## src/rtl/stack_cpu_driver.sv

```systemverilog
// stack_cpu_driver
//   Feeds a nibble-serial stack CPU from a small on-chip program memory.
//   The program is a stream of opcode nibbles, each optionally followed by
//   one operand nibble (opcodes 1, 6, 7, 8). Opcode F halts the driver and is
//   never forwarded. Running off the end of memory ends the program after
//   the instruction that crossed address 15 has executed in full.
//
// Ports
//   clk        in   single clock, rising edge
//   rst        in   asynchronous, active-high reset
//   prog_we    in   program-memory write strobe (ignored while busy)
//   prog_addr  in   [3:0] program-memory write address
//   prog_data  in   [3:0] program-memory write nibble
//   start      in   run request, sampled only while idle
//   cpu_inbits out  [3:0] instruction/operand nibble to the CPU
//   cpu_rst    out  reset to the CPU (held high while the driver is reset)
//   busy       out  high from start acceptance through the DONE cycle
//   done       out  one-cycle completion pulse
module stack_cpu_driver #(
  parameter int unsigned MEM_DEPTH = 16
) (
  input  logic       clk,
  input  logic       rst,
  input  logic       prog_we,
  input  logic [3:0] prog_addr,
  input  logic [3:0] prog_data,
  input  logic       start,
  output logic [3:0] cpu_inbits,
  output logic       cpu_rst,
  output logic       busy,
  output logic       done
);

  typedef enum logic [2:0] {
    S_IDLE,
    S_CPURST,
    S_FETCH,
    S_EXEC,
    S_DONE
  } state_t;

  localparam logic [3:0] OP_HALT = 4'hF;

  state_t     state, state_n;
  logic [3:0] pc, pc_n;
  logic       wrap, wrap_n;
  logic [1:0] count, count_n;
  logic [3:0] opcode, opcode_n;
  logic [3:0] operand, operand_n;
  logic [3:0] inbits_n;
  logic       cpu_rst_n, busy_n, done_n;

  logic [3:0] mem [MEM_DEPTH];

  logic [3:0] fetch_op;
  logic [3:0] next_nibble;
  logic [4:0] pc_sum;

  // Opcodes that consume the following nibble as an operand.
  function automatic logic has_operand(input logic [3:0] op);
    case (op)
      4'h1, 4'h6, 4'h7, 4'h8: has_operand = 1'b1;
      default:                has_operand = 1'b0;
    endcase
  endfunction

  // Number of EXEC cycles the CPU needs for each opcode.
  function automatic logic [1:0] exec_count(input logic [3:0] op);
    case (op)
      4'h1, 4'h2, 4'h5, 4'h6, 4'h7, 4'h8: exec_count = 2'd2;
      4'h9, 4'hA, 4'hC, 4'hD:             exec_count = 2'd3;
      default:                            exec_count = 2'd1;
    endcase
  endfunction

  // Program memory is not reset; writes are accepted only while idle.
  always_ff @(posedge clk) begin
    if (prog_we && !busy)
      mem[prog_addr] <= prog_data;
  end

  assign fetch_op    = mem[pc];
  assign next_nibble = mem[pc + 4'd1];   // 4-bit wrap: operand of addr 15 is addr 0
  assign pc_sum      = {1'b0, pc} + (has_operand(fetch_op) ? 5'd2 : 5'd1);

  // Outputs are registered, so this block computes the output values that
  // belong to the state being entered, alongside the next state itself.
  always_comb begin
    state_n   = state;
    pc_n      = pc;
    wrap_n    = wrap;
    count_n   = count;
    opcode_n  = opcode;
    operand_n = operand;
    inbits_n  = '0;
    cpu_rst_n = 1'b0;
    busy_n    = 1'b1;
    done_n    = 1'b0;

    case (state)
      S_IDLE: begin
        busy_n = 1'b0;
        if (start) begin
          state_n   = S_CPURST;
          pc_n      = '0;
          wrap_n    = 1'b0;
          cpu_rst_n = 1'b1;
          busy_n    = 1'b1;
        end
      end

      S_CPURST: begin
        state_n  = S_FETCH;
        inbits_n = (fetch_op == OP_HALT) ? 4'h0 : fetch_op;
      end

      S_FETCH: begin
        if (fetch_op == OP_HALT) begin
          state_n = S_DONE;
          done_n  = 1'b1;
        end else begin
          state_n   = S_EXEC;
          opcode_n  = fetch_op;
          operand_n = next_nibble;
          count_n   = exec_count(fetch_op);
          pc_n      = pc_sum[3:0];
          if (pc_sum[4])
            wrap_n = 1'b1;
          inbits_n  = has_operand(fetch_op) ? next_nibble : 4'h0;
        end
      end

      S_EXEC: begin
        count_n = count - 2'd1;
        if (count <= 2'd1) begin
          if (wrap) begin
            state_n = S_DONE;
            done_n  = 1'b1;
          end else begin
            // pc already points at the next opcode, so the FETCH nibble is
            // presented on the same edge that leaves EXEC.
            state_n  = S_FETCH;
            inbits_n = (fetch_op == OP_HALT) ? 4'h0 : fetch_op;
          end
        end else begin
          inbits_n = has_operand(opcode) ? operand : 4'h0;
        end
      end

      S_DONE: begin
        state_n = S_IDLE;
        busy_n  = 1'b0;
      end

      default: begin
        state_n = S_IDLE;
        busy_n  = 1'b0;
      end
    endcase
  end

  always_ff @(posedge clk or posedge rst) begin
    if (rst) begin
      state      <= S_IDLE;
      pc         <= '0;
      wrap       <= 1'b0;
      count      <= '0;
      opcode     <= '0;
      operand    <= '0;
      cpu_inbits <= '0;
      cpu_rst    <= 1'b1;
      busy       <= 1'b0;
      done       <= 1'b0;
    end else begin
      state      <= state_n;
      pc         <= pc_n;
      wrap       <= wrap_n;
      count      <= count_n;
      opcode     <= opcode_n;
      operand    <= operand_n;
      cpu_inbits <= inbits_n;
      cpu_rst    <= cpu_rst_n;
      busy       <= busy_n;
      done       <= done_n;
    end
  end

endmodule

```

## config.mk

```make
export PLATFORM = sky130hd
export DESIGN_NAME = stack_cpu_driver
export DESIGN_NICKNAME = d
export VERILOG_FILES = /design/src/rtl/stack_cpu_driver.sv
export SDC_FILE = /design/constraint.sdc
export NUM_CORES = 1
export LEC_CHECK = 0
export ABC_CLOCK_PERIOD_IN_PS = 7500
export CAP_MARGIN = 40
export CORE_ASPECT_RATIO = 0.5
export CORE_UTILIZATION = 25
export DETAILED_ROUTE_END_ITERATION = 8
export DONT_BUFFER_PORTS = 1
export PLACE_DENSITY = 0.47
export RECOVER_POWER = 50
export SYNTH_ARGS = -nofsm -noshare
export SYNTH_HDL_FRONTEND = slang
export SYNTH_SLANG_ARGS = --single-unit
```

## constraint.sdc

```tcl
create_clock -name clk -period 7.5 [get_ports clk]
set_clock_uncertainty 0.15 [all_clocks]
set_input_delay 2.25 -clock clk [delete_from_list [all_inputs] [get_ports clk]]
set_output_delay 2.25 -clock clk [all_outputs]
set_load 0.02 [all_outputs]
```

==> results.py <==
metrics = {
    "yosys": {
        "synth_edf_count": 64,
        "synthMuxAreaShare_pct": 21.2,
        "yosysSeqAreaShare_pct": 55.5,
        "synthTopCellsByCount": "64 x edfxtp_1, 31 x mux4_2, 24 x dfrtp_1",
        "ys_top_cells_by_area": "edfxtp_1 42%, mux4_2 15%, dfrtp_1 13%, ha_1 2.7%, mux2i_1 2.6%",
        "synth_xor_area_share_pct": 0.573,
        "synth_area_um2": 4590,
        "synthFlopType": "edfxtp_1",
        "synth_top_area_share_pct": 41.9,
        "ys_ff_latch": 89,
        "syn-num-nets": 328,
        "syn_avg_cell_area_um2": 15.0,
        "synth-warning-count": 0,
        "synth_cells": 305,
        "yosysMostFrequentCell": "edfxtp_1",
        "synth_top_cell_by_area": "edfxtp_1",
        "yosys.cell_types.count": 51,
        "synth-simple-area-share_pct": 8.94,
        "synth_fa_ha_area_share_pct": 3.16,
        "synthArstFlopShare_pct": 28.1,
        "synth_top_family_by_area": "multiplexers",
        "synth-compound-area-share_pct": 7.31,
    },
    "global_route": {
        "grt_pass1_vias": 2728,
        "overflow": 0,
        "antenna_found_initial": 0,
        "grt_start_max_net_pins": 37,
        "grt_usage_pct": 11.9,
        "grt_pass1_wl_mm": 16.8,
    },
    "worst_setup_path": {
        "cp_max_fo": 36,
        "worstPathArrival_ns": 5.41,
        "crit_type": "flop to flop",
        "crit_path_end_kind": "flop",
        "critPathRequiredTime_ns": 7.63,
        "startpoint_type": "flop",
    },
    "layout": {
        "diodes": 0,
        "layout-drive-gt1-share_pct": 23.3,
        "fillers": 1724,
        "ff_latch_area_um2": 2550,
        "areaGrowthSynthToFinish_pct": 11.8,
        "multi_input_area_um2": 1890,
        "finalNetCount": 331,
    },
    "clock_network": {
        "clockRootBuffer": "clkbuf_16",
        "clock-sinks": 89,
        "postCtsResizedCells": 0,
        "post-cts-setup-buffers": 0,
        "h-tree-depth": 3,
        "clkLatencyLatePin_ns": 0.34,
        "cts_tree": "done",
        "clock_path_buffers": 2,
        "path_clk_slew_ns": 0.07,
        "numCtsBuffers": 9,
        "ctsHoldBuffers": 0,
    },
    "pwr": {
        "seqPwrFrac_pct": 30.4,
        "ir_drop_v": 0.000122,
        "leakagePower_nw": 1.84,
        "intPower_mw": 1.38,
        "p_comb_share_pct": 50.6,
        "switching_power_uw": 895,
        "switching_share_pct": 39.3,
        "power_density_nw_per_um2": 444,
        "p_clk_share_pct": 19.0,
    },
    "sta": {
        "final.setup.worst_slack_ns": 2.22,
        "slew_violations": 37,
        "rsz0062_at_grt": "false",
        "hold_viol_final": 0,
        "fmax_mhz": 189,
        "finalSetupViolCount": 0,
        "setup-tns-final_ns": 0,
        "hold_ws_ns": 0.352,
        "period_needed_ns": 5.28,
        "worstMarginPinSlew_ns": 2.10,
        "min_period_over_period_pct": 70.4,
        "slew_headroom_pct": -39.9,
    },
    "floorplan": {
        "die_h_um": 97.8,
        "initial_utilization_pct": 26.0,
        "core_um2": 17700,
        "top_level_ports": 19,
        "fp.dieArea_um2": 18900,
        "die_width_um": 194,
        "floorplan.rows": 34,
    },
    "status": {
        "status": "finished, violations left",
        "failed_checks": "max-capacitance violations, max-slew violations",
    },
    "detailed_routing": {
        "num_vias": 2670,
        "first_iter_violations": 212,
        "ant_nets": 0,
        "drc": 0,
        "drt_wl_total_mm": 10.7,
        "avgRoutedWirePerCell_um": 19.6,
        "via_per_inst": 4.88,
        "drtPass1Iterations": 4,
    },
    "placement": {
        "place_ws_ns": 3.40,
        "port-buffer-count": 0,
        "dpl.hpwl_mm": 7.94,
        "globalplace.congestion": 0.824,
    },
    "flow_run": {
        "maxCapViolations": 1,
    },
    "min_path": {
        "hold_class": "flop to flop",
    },
}
-- cell type report --
| class | instances | area share (%) |
|---|---|---|
| Clock inverter | 7 | 1.22 |
| Sequential cell | 89 | 49.7 |
| Clock buffer | 9 | 4.39 |
| Multi-Input combinational cell | 190 | 36.8 |
| Timing Repair Buffer | 8 | 1.46 |
| Tap cell | 234 | 5.71 |
| Inverter | 10 | 0.732 |
-- flip-flops by register name, indices dropped and copies added (netlist names) --
register / flops
state: 3
done: 1
mem: 64
wrap: 1
busy: 1
cpu_rst: 1
operand: 4
pc: 4
count: 2
cpu_inbits: 4
opcode: 4
-- cell usage in the layout (no fill, tap or decap), types with 3 or more instances in the layout --
master / instances
a21o_1: 6
a21oi_1: 6
a221o_1: 3
and3_1: 5
clkbuf_16: 9
dfrtp_1: 24
edfxtp_1: 64
ha_1: 10
inv_1: 10
inv_6: 3
mux2_2: 9
mux2i_1: 12
mux4_2: 31
nand2_1: 14
nand2b_1: 10
nand3_1: 6
nor2_1: 22
nor3_1: 7
o211a_1: 4
o21ai_0: 3
o22ai_1: 4
o22ai_2: 3
-- power by group through the flow --
stage                     combinational [mW]  clock (mW)  sequential (mW)
after global placement                  1.07           0            0.716
final                                   1.15       0.433            0.692
after floorplan                        0.946           0            0.647
after detailed placement                1.15           0            0.702
after CTS                               1.15       0.444            0.693
after global routing                    1.26       0.465            0.704
-- through the flow --
| stage | util (%) | total power, mW | instances | instance area (um2) |
|---|---|---|---|---|
| floorplan | - | 1.59 | 305 | 4590 |
| global placement | 27.1 | 1.79 | 524 | 4780 |
| detailed placement | 27.5 | 1.85 | 530 | 4860 |
| CTS | 29.2 | 2.29 | 546 | 5150 |
| global route | 29.1 | 2.43 | 547 | 5130 |
| finish | 29.1 | 2.28 | 547 | 5130 |
-- worst paths after layout --
| path | startpoint | endpoint | slack (ns) | cells after the start |
|---|---|---|---|---|
| min reg2reg | operand[3]$_DFFE_PP0P_ | operand[3]$_DFFE_PP0P_ | 0.35 | 1 |
| max | pc[0]$_DFFE_PP0P_ | pc[1]$_DFFE_PP0P_ | 2.22 | 13 |
| min in group asynchronous | rst | cpu_inbits[0]$_DFF_PP0_ | 1.63 | 1 |
| max reg2reg | pc[0]$_DFFE_PP0P_ | pc[1]$_DFFE_PP0P_ | 2.22 | 13 |
| max in group asynchronous | rst | cpu_inbits[2]$_DFF_PP0_ | 4.47 | 2 |
| min | operand[3]$_DFFE_PP0P_ | operand[3]$_DFFE_PP0P_ | 0.35 | 1 |
-- worst max-delay path, stage by stage (launching register included) --
cell and delay, ns:
dfrtp_1 0.32, clkbuf_1 1.49, mux4_2 0.70, mux4_2 0.61
inv_1 0.17, ha_1 0.20, mux2i_1 0.10, o22ai_2 0.32
inv_1 0.09, ha_1 0.22, fa_1 0.49, nand2_1 0.05
mux2i_1 0.14, a22o_1 0.14
-- metal layers --
metal | global-route usage [%] | wire [um] | up-vias
li1 | - | - | 1199
met1 | 15.4 | 4850 | 1412
met2 | 19.7 | 5400 | 53
met3 | 2.83 | 364 | 6
met4 | 3.88 | 125 | 0
met5 | 0 | 0 | -
-- cells by family after synthesis --
group,after synthesis
simple gates,80
compound gates,42
mux,54
fa+ha+maj,11
xor+xnor,3
flops,89
buf+inv,26
Note: power is estimated with default switching activity, not from simulation.
